==> src/rtl/reset_sequencer.sv <==
// Board reset controller: asynchronous assert, synchronised release, then a stretch period
// followed by staggered in-order release of NUM_CH reset domains.
module reset_sequencer #(
    parameter int unsigned SYNC_STAGES = 2,
    parameter int unsigned STRETCH     = 16,
    parameter int unsigned STAGGER     = 8,
    parameter int unsigned NUM_CH      = 4
) (
    input  logic              clk,
    input  logic              rst,
    input  logic              sw_rst_req,
    output logic [NUM_CH-1:0] rst_out,
    output logic              busy,
    output logic              all_released
);

    localparam int unsigned CntMax = (STRETCH > STAGGER) ? STRETCH : STAGGER;
    localparam int unsigned CntW   = $clog2(CntMax + 1);
    localparam int unsigned IdxW   = $clog2(NUM_CH + 1);

    typedef enum logic [1:0] {
        StWaitSync,
        StStretch,
        StStagger,
        StDone
    } state_e;

    state_e            state_q, state_d;
    logic [SYNC_STAGES-1:0] sync_q;
    logic [CntW-1:0]   cnt_q, cnt_d;
    logic [IdxW-1:0]   idx_q, idx_d;
    logic [NUM_CH-1:0] rst_out_q, rst_out_d;
    logic              all_rel_q, all_rel_d;
    logic              released, counted, stretch_tick;

    always_ff @(posedge clk or negedge rst) begin
        if (!rst) begin
            sync_q <= '0;
        end else begin
            sync_q <= {sync_q[SYNC_STAGES-2:0], 1'b1};
        end
    end

    assign released = sync_q[SYNC_STAGES-1];
    assign counted  = released && !sw_rst_req;
    // The edge that leaves WAIT_SYNC is already the first counted stretch edge.
    assign stretch_tick = (state_q == StWaitSync && released) ||
                          (state_q == StStretch && counted);

    always_comb begin
        state_d   = state_q;
        cnt_d     = cnt_q;
        idx_d     = idx_q;
        rst_out_d = rst_out_q;
        all_rel_d = all_rel_q;
        if (state_q != StWaitSync && sw_rst_req) begin
            state_d   = StStretch;
            cnt_d     = '0;
            idx_d     = '0;
            rst_out_d = '1;
            all_rel_d = 1'b0;
        end else if (stretch_tick) begin
            if (32'(cnt_q) + 32'd1 >= STRETCH) begin
                rst_out_d[0] = 1'b0;
                cnt_d        = '0;
                idx_d        = IdxW'(1);
                state_d      = (NUM_CH == 1) ? StDone : StStagger;
                all_rel_d    = (NUM_CH == 1);
            end else begin
                cnt_d   = cnt_q + CntW'(1);
                state_d = StStretch;
            end
        end else if (state_q == StStagger && counted) begin
            if (32'(cnt_q) + 32'd1 >= STAGGER) begin
                for (int unsigned i = 0; i < NUM_CH; i++) begin
                    if (32'(idx_q) == i) rst_out_d[i] = 1'b0;
                end
                cnt_d = '0;
                idx_d = idx_q + IdxW'(1);
                if (32'(idx_q) == NUM_CH - 1) begin
                    state_d   = StDone;
                    all_rel_d = 1'b1;
                end
            end else begin
                cnt_d = cnt_q + CntW'(1);
            end
        end
    end

    always_ff @(posedge clk or negedge rst) begin
        if (!rst) begin
            state_q   <= StWaitSync;
            cnt_q     <= '0;
            idx_q     <= '0;
            rst_out_q <= '1;
            all_rel_q <= 1'b0;
        end else begin
            state_q   <= state_d;
            cnt_q     <= cnt_d;
            idx_q     <= idx_d;
            rst_out_q <= rst_out_d;
            all_rel_q <= all_rel_d;
        end
    end

    assign rst_out      = rst_out_q;
    assign busy         = |rst_out_q;
    assign all_released = all_rel_q;

endmodule

==> config.mk <==
export PLATFORM = sky130hd
export DESIGN_NAME = reset_sequencer
export DESIGN_NICKNAME = d
export VERILOG_FILES = /design/src/rtl/reset_sequencer.sv
export SDC_FILE = /design/constraint.sdc
export NUM_CORES = 1
export LEC_CHECK = 0
export BUFFER_PORTS_ARGS = -buffer_cell sky130_fd_sc_hd__buf_4
export CORE_MARGIN = 2
export CORE_UTILIZATION = 50
export CTS_CLUSTER_SIZE = 30
export DETAILED_ROUTE_END_ITERATION = 8
export GPL_TIMING_DRIVEN = 0
export PLACE_DENSITY = 0.69
export SYNTH_ARGS = -nofsm -noshare
export SYNTH_HDL_FRONTEND = slang
export SYNTH_SLANG_ARGS = --single-unit
==> constraint.sdc <==
create_clock -name clk -period 5.1 [get_ports clk]
set_clock_uncertainty 0.15 [all_clocks]
set_input_delay 0.51 -clock clk [delete_from_list [all_inputs] [get_ports clk]]
set_output_delay 0.51 -clock clk [all_outputs]
set_load 0.005 [all_outputs]
# Word-level counts from Yosys, hierarchy flattened
# Index checks and enable logic that the tools add are counted.
[totals]
rom_bits = 0
n_memories = 0
reg_bits = 17
input_bits = 3
elab_cells = 79
latchBits = 0
ramBits = 0
output_inout_bits = 6
[op_classes]
n_mux = 31
shift = 0
eq_ne = 7
n_bitwise = 0
n_lt_le_gt_ge = 2
reduce_logical = 27
multipliers = 0
n_div = 0
addsub = 3
[ops]
columns = ["op", "n"]
rows = [
  ["32-bit by 5-bit greater-or-equal comparator with 1-bit output, second input constant", 1],
  ["5-bit 2-to-1 mux", 5],
  ["4-bit AND reduction", 5],
  ["3-bit 2-to-1 mux", 6],
  ["2-bit 2-to-1 mux", 6],
  ["4-bit 2-to-1 mux", 3],
  ["2-bit nonzero test", 6],
  ["3-bit nonzero test", 4],
  ["1-bit 2-to-1 mux", 11],
  ["5-bit by 1-bit adder with 6-bit output, second input constant", 1],
  ["3-bit by 2-bit equality test with 1-bit output, second input constant", 2],
  ["6-bit by 4-bit greater-or-equal comparator with 1-bit output, second input constant", 1],
  ["3-bit AND reduction", 2],
  ["5-bit by 1-bit adder with 5-bit output, second input constant", 1],
  ["1-bit logical AND", 5],
  ["4-bit OR reduction", 1],
  ["3-bit by 1-bit adder with 3-bit output, second input constant", 1],
  ["3-bit by 1-bit equality test with 1-bit output, second input constant", 1],
  ["3-bit logical NOT", 1],
  ["3-bit by 1-bit != test with 1-bit output, second input constant", 1],
  ["2-bit by 1-bit equality test with 1-bit output, second input constant", 1],
  ["2-bit equality test, second input constant", 1],
  ["2-bit logical NOT", 1],
  ["2-bit by 1-bit != test with 1-bit output, second input constant", 1],
  ["other kinds (2)", 2],
]

# Longest topological paths before layout
# Gate-level depths: netlist of run 1.
[depth]
word_depth = 6
ltp_mapped = 6
mapped_depth_nobuf = 6

# Worst setup path before layout of run 1
# OpenSTA, ideal clock, no wires.
[synth_timing]
path_kind = "reg-to-reg"
start = "reg cnt_q[0]"
end = "reg idx_q[0]"
required_time_ns = 4.829
setup_slack_ns = 3.115
path_buffers = 0
synth_period_minus_slack_ns = 1.985
path_stages_with_launch = 7
t_arrival_ns = 1.714
cell_sequence = "dfrtp_1 > ha_1 > nand2b_1 > mux2_4 > or3_1 > nor3b_1 > o22a_1"
[synth_between]
elab_chain_len = 4
word_cells_on_any_way = 6
cone_classes = "add/sub: 1; order compare: 2; eq/ne: 1; reduce/logical: 2"
[synth_rtl]
columns = ["item", "line", "rtl"]
rows = [
  ["start: declaration", "30", "logic [CntW-1:0] cnt_q, cnt_d;"],
  ["start signal: assignment", "99", "cnt_q <= cnt_d;"],
  ["5-bit by 1-bit adder with 6-bit output (*)", "63, 74", ""],
  ["32-bit by 5-bit greater-or-equal comparator with 1-bit output or 6-bit by 4-bit greater-or-equal comparator with 1-bit output (tied branches)", "63, 74", ""],
  ["3-bit by 1-bit != test with 1-bit output (no line) or 3-bit nonzero test (tied branches)", "--", ""],
  ["3-bit AND reduction (no line) (*)", "--", ""],
  ["end signal: assignment", "100", "idx_q <= idx_d;"],
  ["end: declaration", "31", "logic [IdxW-1:0] idx_q, idx_d;"],
]
# Every way passes the cells marked *; elsewhere a longest branch is shown, timed or not.
# A chain may end at the register's enable or synchronous reset.

# Final worst setup path of run 1
# Same ends and word-level chain as after synthesis.

==> flow_summary.ini, run 1 <==
[run_status]
status = finished, final reports clean

[placed_design]
hpwl_mm = 1.33
placed_cells = 128
routabilityCongestion = 0.723
placed_area_um2 = 1020
io_buffer_count = 7

[power]
power.leakage_nw = 0.458
power_density_nw_per_um2 = 229
power_uw = 241
irDropWorstVdd_mv = 0.142

[clocking]
clkTransAtPathRegs_ns = 0.09
htree_levels = 1
numClockSinks = 17
hold_buffers = 1
clk_latency_ns = 0.29
cts_setup_buffers = 0
cts_tree = yes
cts.path.max_buffers = 2
cts_buffers = 3
cts.repair.resized = 0
clock-root-buffer = clkbuf_4

[worst_setup_path]
arrival_ns = 2.18
required_ns = 5.14
path_max_fanout = 5
timing.rr.end = idx_q[0]
path_cells = ha_1 -> nand2b_1 -> mux2_4 -> or3_1 -> nor3b_1 -> o22a_1
cp_slowest_cell = dfrtp_1
worstSetupStartpoint = cnt_q[0]
reg2reg_slack_ns = 2.95
crit_cells = 6
crit_end = idx_q[0]
worstReg2RegStart = cnt_q[0]
cpPeakStageDelay_ns = 0.45
startpoint_type = register
crit_family = simple AND/OR/NAND/NOR gates
r2r.worst_path.cells = 6
crit_type = register to register
worst_setup_path_end_kind = register
crit_buf_inv = 0

[hold_path]
hold_class = register to register

[final_layout]
regArea_um2 = 430
antennaDiodeCount = 0
multi_input_area_um2 = 467
fin_nets = 118
final_area_um2 = 1050
fillers = 167
syn_to_final_growth_pct = 12.9
drive_gt1_share_pct = 15.7
final_cells = 133
fin_util_pct = 60.3

[grt]
grt_start_max_net_pins = 18
grt-ovfl-total = 0
antenna_found_initial = 0
grt_usage_pct = 19.4
grt_pass1_wl_mm = 3.01
grt_pass1_vias = 686

[sta]
max_freq_ghz = 0.466
final-max-slew-violation-count = 0
max_slew_margin_pct = 59.1
finalSetupViolCount = 0
finalHoldViolCount = 0
tightest_slew_ns = 0.614
tns_ns = 0
fin_crit_sh_pct = 42.1
rsz0062_at_grt = false
min_period_ns = 2.15

[synthesis]
synth_cells = 96
ys_ff_latch = 17
synthTopCellsByArea = dfrtp_1 (35%), dfstp_2 (11%), ha_1 (8.1%)
yosysSeqAreaShare_pct = 46.2
syn_avg_cell_area_um2 = 9.71
yosys_warnings = 0
yosysTopAreaCellShare_pct = 34.9
synth_top_cell_by_area = dfrtp_1
syn-num-nets = 105
syn-cell-area_um2 = 932
ys_types = 35

[drt]
vias_per_cell = 5.43
drc = 0
vias = 722
wl_per_cell_um = 13.6
drtPass1Iterations = 4
antenna_left = 0
drt_iter0_drc = 10
wirelength_mm = 1.81

[floorplan]
dieArea_um2 = 2230
die_h_um = 47.2
start_util_pct = 53.4
ios = 9
row_count = 15
fp.coreArea_um2 = 1750
die_w_um = 47.2

[run]
cap_violations = 0
[cell usage after synthesis]
master / instances
o311ai_0: 1
a32o_1: 2
a41oi_1: 1
nand3_1: 1
or4_1: 1
nand2b_1: 2
o21ai_0: 5
a22o_1: 2
dfrtp_1: 13
a21oi_1: 4
a21boi_0: 1
nor2_1: 3
o21a_1: 1
buf_2: 1
clkbuf_1: 2
o32ai_1: 3
o211ai_1: 1
o22a_1: 1
a31oi_1: 3
nand3_2: 1
xor2_1: 2
nor3b_1: 2
o22ai_1: 2
dfstp_2: 4
mux2_4: 1
nor3_1: 2
inv_1: 6
nand2_1: 15
nor2b_1: 2
and2_1: 1
conb_1: 1
or3_1: 1
ha_1: 6
and3b_1: 1
o21ai_1: 1
[per-stage QoR]
stage          hold WS, ns  setup slack [ns]
5_1_grt              0.231              2.88
3_3_place_gp         0.186              3.03
3_5_place_dp         0.191              3.00
6_report             0.210              2.95
2_1_floorplan       0.0644              3.12
4_1_cts              0.213              2.98
[kinds of logic after synthesis]
group,after synthesis,synth area share (%)
buffers and inverters,9,3.76
muxes,1,1.61
AOI/OAI and AO/OA,28,20.8
other,1,0.402
and+or+nand+nor,32,17.3
DFF,17,46.2
adders and majority gates,6,8.05
xor gates and xnor gates,2,1.88
[state kept, by name, indices dropped and copies added (netlist names)]
name and count:
all_released 1, cnt_q 5, rst_out 4, state_q 2, sync_q 2, idx_q 3
[where the power goes]
group | switching (mW) | internal [mW]
clock network | 0.0418 | 0.0305
logic | 0.0131 | 0.00994
registers | 0.00595 | 0.140
[worst reg2reg max path, delay by kind of cell, from the launching register on]
family | cells | cell delay [ns]
adder cells (fa/ha/maj) | 1 | 0.29
AO/OA/AOI/OAI | 1 | 0.21
flip-flops | 1 | 0.45
AND/OR/NAND/NOR | 3 | 0.66
multiplexers | 1 | 0.30
[worst min-delay path by stage]
stage / cells past startpoint / end / slack (ns) / startpoint
final: 0 / sync_q[1] / 0.21 / sync_q[0]
after global routing: 0 / sync_q[1] / 0.23 / sync_q[0]
after CTS: 0 / sync_q[1] / 0.21 / sync_q[0]
after detailed placement: 0 / sync_q[1] / 0.19 / sync_q[0]
after global placement: 0 / sync_q[1] / 0.19 / sync_q[0]
after floorplan: 0 / all_released / 0.06 / rst
[area by class of cell]
| class | count | share of cell area (%) |
|---|---|---|
| Inverter | 6 | 2.14 |
| Multi-Input combinational cell | 70 | 44.4 |
| Tap cell | 25 | 2.97 |
| Buffer | 3 | 1.19 |
| Clock buffer | 4 | 2.50 |
| Timing Repair Buffer | 8 | 5.95 |
| Sequential cell | 17 | 40.9 |
[cell usage in the layout, fill, tap and decap left out, types with 2 or more instances in the layout]
cell type,instances
a21oi_1,4
a22o_1,2
a31oi_1,3
a32o_1,2
buf_4,7
clkbuf_1,3
clkbuf_4,3
dfrtp_1,13
dfstp_2,4
ha_1,6
inv_1,6
nand2_1,15
nand2b_1,2
nor2_1,3
nor2b_1,2
nor3_1,2
nor3b_1,2
o21ai_0,5
o22ai_1,2
o32ai_1,3
xor2_1,2
[routing by layer]
layer | vias up | part of all wire (%) | routed length (µm) | GRT usage, %
li1 | 367 | - | - | -
met1 | 331 | 49 | 886 | 25.7
met2 | 20 | 45 | 807 | 31.0
met3 | 4 | 4.8 | 86 | 3.46
met4 | 0 | 1.6 | 29 | 8.33
met5 | - | 0 | 0 | 0
No activity file was read; power rests on OpenSTA's default activity.
==> run 2: changes to the inputs <==
--- a/config.mk
+++ b/config.mk
@@ -5,13 +5,14 @@
 export SDC_FILE = /design/constraint.sdc
 export NUM_CORES = 1
 export LEC_CHECK = 0
+export ABC_AREA = 1
 export BUFFER_PORTS_ARGS = -buffer_cell sky130_fd_sc_hd__buf_4
 export CORE_MARGIN = 2
 export CORE_UTILIZATION = 50
 export CTS_CLUSTER_SIZE = 30
 export DETAILED_ROUTE_END_ITERATION = 8
 export GPL_TIMING_DRIVEN = 0
-export PLACE_DENSITY = 0.69
+export PLACE_DENSITY = 0.72
 export SYNTH_ARGS = -nofsm -noshare
 export SYNTH_HDL_FRONTEND = slang
 export SYNTH_SLANG_ARGS = --single-unit
==> constraint.sdc (replaced) <==
create_clock -name clk -period 1.97 [get_ports clk]
set_clock_uncertainty 0.15 [all_clocks]
set_input_delay 0.197 -clock clk [delete_from_list [all_inputs] [get_ports clk]]
set_output_delay 0.197 -clock clk [all_outputs]
set_load 0.005 [all_outputs]
==> run 2 against run 1 <==
Effect of this change: synthesized cell count up 26%; count of clock-buffer cells in the layout unchanged; sequential share of layout area down 2.3 points; fmax up 22%; sequential power rose to 3.9 times the previous value; final cell count up 21%; register-to-register slack worse by 2.7 ns; worst setup slack worse by 2.7 ns; sequential cell count unchanged; largest power group is now combinational logic; via count up 9.7%; critical path type unchanged; routed wire length down 0.39%; combinational power rose to 27 times the previous value.
==> flow_summary.ini, run 2 <==
[worst_setup_path]
worstReg2RegStart = cnt_q[0]
cpPeakStageDelay_ns = 0.44
path_max_fanout = 6
crit_family = simple AND/OR/NAND/NOR gates
crit_type = register to register
crit_buf_inv = 1
path_cells = ha_1 -> nand3_1 -> nand2_1 -> nand2_1 -> nand3_1 -> nand2_2 -> inv_2 -> nand3_1 -> nand2_1
worst_setup_path_end_kind = register
startpoint_type = register
cp_slowest_cell = dfrtp_1
arrival_ns = 1.81
required_ns = 2.02
reg2reg_slack_ns = 0.21
r2r.worst_path.cells = 9
worstSetupStartpoint = cnt_q[0]
timing.rr.end = all_released

[drt]
vias = 792
antenna_left = 0
wirelength_mm = 1.80
drc = 0
drtPass1Iterations = 4
wl_per_cell_um = 11.2
drt_iter0_drc = 22
vias_per_cell = 4.92

[floorplan]
row_count = 16
ios = 9
start_util_pct = 51.8
dieArea_um2 = 2340
die_w_um = 48.4
die_h_um = 48.4
fp.coreArea_um2 = 1900

[final_layout]
regMostFlops = cnt_q
antennaDiodeCount = 0
layout_common_cells = nand2_1 (39), inv_1 (14), nand3_1 (13), dfrtp_1 (13), buf_4 (8)
final_common_cell = nand2_1
fin_nets = 144
largest_reg_flops = 5
drive_gt1_share_pct = 20.1
syn_to_final_growth_pct = 13.2

[grt]
grt_usage_pct = 18.6
grt_pass1_vias = 749
grt_pass1_wl_mm = 3.35
grt_use_met3_pct = 2.78
groute.layer.met2.usage_pct = 28.7
grt_start_max_net_pins = 18
grt-ovfl-total = 0
grt_busiest_layer = met2
antenna_found_initial = 0
grt.met1_usage_pct = 25.4

[clocking]
cts_buffers = 3
cts.path.max_buffers = 2
htree_levels = 1
clkTransAtPathRegs_ns = 0.10
cts_tree = yes
clk_latency_ns = 0.30
cts.repair.resized = 0
numClockSinks = 17
clock-root-buffer = clkbuf_4

[synthesis]
synthTopCellsByArea = dfrtp_1 (33%), nand2_1 (15%), dfstp_2 (11%)
synthArstFlopShare_pct = 100
yosysSeqAreaShare_pct = 43.7
yosysTopAreaCellShare_pct = 33.0
yosys_warnings = 0
ys_ff_latch = 17
synth_cells = 121
syn_avg_cell_area_um2 = 8.15
synth_most_common_cell = nand2_1
syn-cell-area_um2 = 986
syn-num-nets = 130
synth-main-ff-cell = dfrtp_1
synth_edf_count = 0
synth_commonest_cells = nand2_1 (39), inv_1 (14), dfrtp_1 (13), nand3_1 (13)
synth_top_cell_by_area = dfrtp_1
ys_types = 22

[hold_path]
whs_path_depth = 3
hold_class = input port to register
min_to = rst_out[1]
holdCritStartpoint = sw_rst_req

[sta]
max_freq_ghz = 0.568
rsz0062_at_grt = false
tns_ns = 0
finalHoldViolCount = 0
fin_crit_sh_pct = 89.4
min_period_ns = 1.76
finalSetupViolCount = 0
final-max-slew-violation-count = 0
finalWorstSetupSlack_ns = 0.209

[power]
power.leakage_nw = 0.591
power_density_nw_per_um2 = 1230
irDropWorstVdd_mv = 0.568

[placed_design]
routabilityCongestion = 0.773
post-place-ws_ns = 0.202
io_buffer_count = 8
hpwl_mm = 1.38

[run]
cap_violations = 0

[run_status]
status = finished, final reports clean
[run 2: changes by cell type after synthesis, sizes merged, moves of 3 or more]
cell,before,now
a31oi,3,0
inv,6,16
nand2,15,44
nand3,2,14
nand4,0,5
nor2,3,6
o32ai,3,0
[run 2: worst max path at each step]
stage | endpoint | cells after the start
floorplan | all_released | 9
global placement | all_released | 9
detailed placement | all_released | 9
CTS | all_released | 9
global route | idx_q[0] | 10
finish | all_released | 9
[run 2: power by group]
group / leakage, nW / switching (mW) / total, mW / internal [mW]
sequential: 0.208 / 0.112 / 0.570 / 0.458
clock: 0.0150 / 0.111 / 0.190 / 0.0790
combinational: 0.367 / 0.367 / 0.615 / 0.248
total: 0.591 / 0.590 / 1.37 / 0.784
[run 2: layout make-up]
cell class	instances	area, µm²
buffer	1	11.3
clock buffer	4	26.3
fill	181	786
inverter	16	60.1
multi-input combinational	87	484
sequential	17	430
tap	27	33.8
timing repair buffer	9	70.1
[run 2: routing by layer]
metal	share of wire (%)	wire length, µm
met1	50	909
met2	44	785
met3	3.4	61
met4	2.6	46
met5	0	0
[run 2: worst register-to-register path: stages, from the launching register on]
cell and delay [ns]:
dfrtp_1 0.44, ha_1 0.26, nand3_1 0.09, nand2_1 0.05
nand2_1 0.12, nand3_1 0.24, nand2_2 0.15, inv_2 0.05
nand3_1 0.07, nand2_1 0.06
[run 2: timing repair]
action | CTS | global route
setup endpoints to repair | 0 | 0
buffers inserted | 0 | 0
endpoints found under the hold margin | 17 | 0
hold buffers | 1 | 0
[run 2: cell families after synthesis]
kind of cell	share of synthesized area [%]
buffers and inverters	7.23
xor gates and xnor gates	0.888
other	0.380
AOI/OAI and AO/OA	6.47
adders and majority gates	7.61
and+or+nand+nor	33.8
DFF	43.7
[run 2: stage by stage]
step                power, mW  instances  hold slack [ns]  util (%)  cell area (µm²)
floorplan                1.03        121           -0.249         -              986
global placement         1.16        156          -0.0776      56.8             1080
detailed placement       1.19        156          -0.0777      56.8             1080
CTS                      1.39        161           0.0548      58.7             1120
global route             1.52        161           0.0694      58.7             1120
finish                   1.37        161           0.0546      58.7             1120
==> run 3: changes to the inputs <==
--- a/config.mk
+++ b/config.mk
@@ -6,13 +6,13 @@
 export NUM_CORES = 1
 export LEC_CHECK = 0
 export ABC_AREA = 1
-export BUFFER_PORTS_ARGS = -buffer_cell sky130_fd_sc_hd__buf_4
 export CORE_MARGIN = 2
 export CORE_UTILIZATION = 50
 export CTS_CLUSTER_SIZE = 30
 export DETAILED_ROUTE_END_ITERATION = 8
+export DONT_BUFFER_PORTS = 1
 export GPL_TIMING_DRIVEN = 0
-export PLACE_DENSITY = 0.72
+export PLACE_DENSITY = 0.68
 export SYNTH_ARGS = -nofsm -noshare
 export SYNTH_HDL_FRONTEND = slang
 export SYNTH_SLANG_ARGS = --single-unit
==> run 3 against run 2 <==
Effect of this change: clock power shrank 3%; fmax shrank 2.3%; sequential cell count is the same; critical path type unchanged.
==> flow_summary.ini, run 3 (same netlist as run 2, synthesis figures left out) <==
[sta]
final-max-slew-violation-count = 0
finalSetupViolCount = 0
min_period_ns = 1.80
tns_ns = 0
finalHoldViolCount = 0
max_slew_margin_pct = 50.3
fin_crit_sh_pct = 91.5
rsz0062_at_grt = false
tightest_slew_ns = 0.743
max_freq_ghz = 0.555

[drt]
drc = 0
antenna_left = 0
vias = 769
drtPass1Iterations = 4
vias_per_cell = 4.99
wl_per_cell_um = 10.7
wirelength_mm = 1.65
drt_iter0_drc = 26

[clocking]
clk_latency_ns = 0.29
cts_setup_buffers = 0
htree_levels = 1
cts.path.max_buffers = 2
cts_tree = yes
clkTransAtPathRegs_ns = 0.09
clock-root-buffer = clkbuf_4
cts_buffers = 3
numClockSinks = 17

[grt]
grt_start_max_net_pins = 18
grt.met1_usage_pct = 22.1
grt-ovfl-total = 0
groute.layer.met2.usage_pct = 24.5
antenna_found_initial = 0
grt_busiest_layer = met2
grt_pass1_vias = 689
grt_use_met3_pct = 4.01
grt_usage_pct = 16.4
grt_pass1_wl_mm = 2.95

[worst_setup_path]
worst_setup_path_end_kind = register
startpoint_type = register
arrival_ns = 1.84
required_ns = 2.00
path_max_fanout = 6
crit_type = register to register

[power]
power_mw = 1.33
power_density_nw_per_um2 = 1240
power.leakage_nw = 0.559
irDropWorstVdd_mv = 0.570

[run_status]
status = finished, final reports clean

[floorplan]
dieArea_um2 = 2340
fp.coreArea_um2 = 1900
die_h_um = 48.4
ios = 9
start_util_pct = 51.8
die_w_um = 48.4
row_count = 16

[final_layout]
antennaDiodeCount = 0
final_common_cell = nand2_1
largest_reg_flops = 5
syn_to_final_growth_pct = 8.12
fillers = 179
layout_common_cells = nand2_1 (39), inv_1 (14), nand3_1 (13), dfrtp_1 (13)
multi_input_area_um2 = 484
fin_nets = 137
regArea_um2 = 430
regMostFlops = cnt_q
drive_gt1_share_pct = 15.0

[run]
cap_violations = 0

[placed_design]
routabilityCongestion = 0.872
hpwl_mm = 1.26
io_buffer_count = 0

[hold_path]
hold_class = register to register
-- run 3: timing repair --
| item | in CTS | in global routing |
|---|---|---|
| endpoints found under the hold margin | 23 | 0 |
| resized for setup | 0 | 0 |
| hold buffers | 2 | 0 |
-- run 3: power by group --
group	switching [mW]	total [mW]	internal, mW
sequential	0.112	0.570	0.458
combinational	0.350	0.572	0.223
clock	0.105	0.184	0.0787
total	0.567	1.33	0.759
-- run 3: cell type report --
type,instances,share of cell area [%]
plain buffers,1,1.06
clock buffers,4,2.46
inverters,16,5.63
multi-input cells,87,45.4
flip-flops and latches,17,40.4
well taps,27,3.17
repair buffers,2,1.88
-- run 3: layer usage --
| metal | vias to the layer above | wire length [µm] |
|---|---|---|
| met5 | - | 0 |
| met4 | 0 | 36 |
| met3 | 5 | 45 |
| met2 | 9 | 701 |
| met1 | 354 | 865 |
| li1 | 401 | - |
-- run 3: worst paths after layout --
kind	start	endpoint	slack, ns	depth (start not counted)
max	cnt_q[0]	all_released	0.17	9
min	sync_q[0]	sync_q[1]	0.21	0
max reg2reg	cnt_q[0]	all_released	0.17	9
min reg2reg	sync_q[0]	sync_q[1]	0.21	0
max in group asynchronous	rst	idx_q[2]	0.95	1
min in group asynchronous	rst	cnt_q[2]	0.25	1
-- run 3: worst max-delay path, stage by stage (launching register included) --
cell and delay, ns:
dfrtp_1 0.44, ha_1 0.26, nand3_1 0.09, nand2_1 0.05, nand2_1 0.12, nand3_1 0.25, nand2_2 0.15, inv_2 0.05
nand3_1 0.08, nand2_1 0.06
-- run 3: through the flow --
step                hold slack (ns)  instance area [µm²]  setup slack, ns  utilization (%)  cells
floorplan                    -0.249                  986            0.404                -    121
global placement             -0.248                 1020            0.219             53.6    148
detailed placement           -0.248                 1020            0.193             53.6    148
CTS                           0.213                 1070            0.175             56.1    154
global route                  0.227                 1070           0.0371             56.1    154
finish                        0.210                 1070            0.168             56.1    154
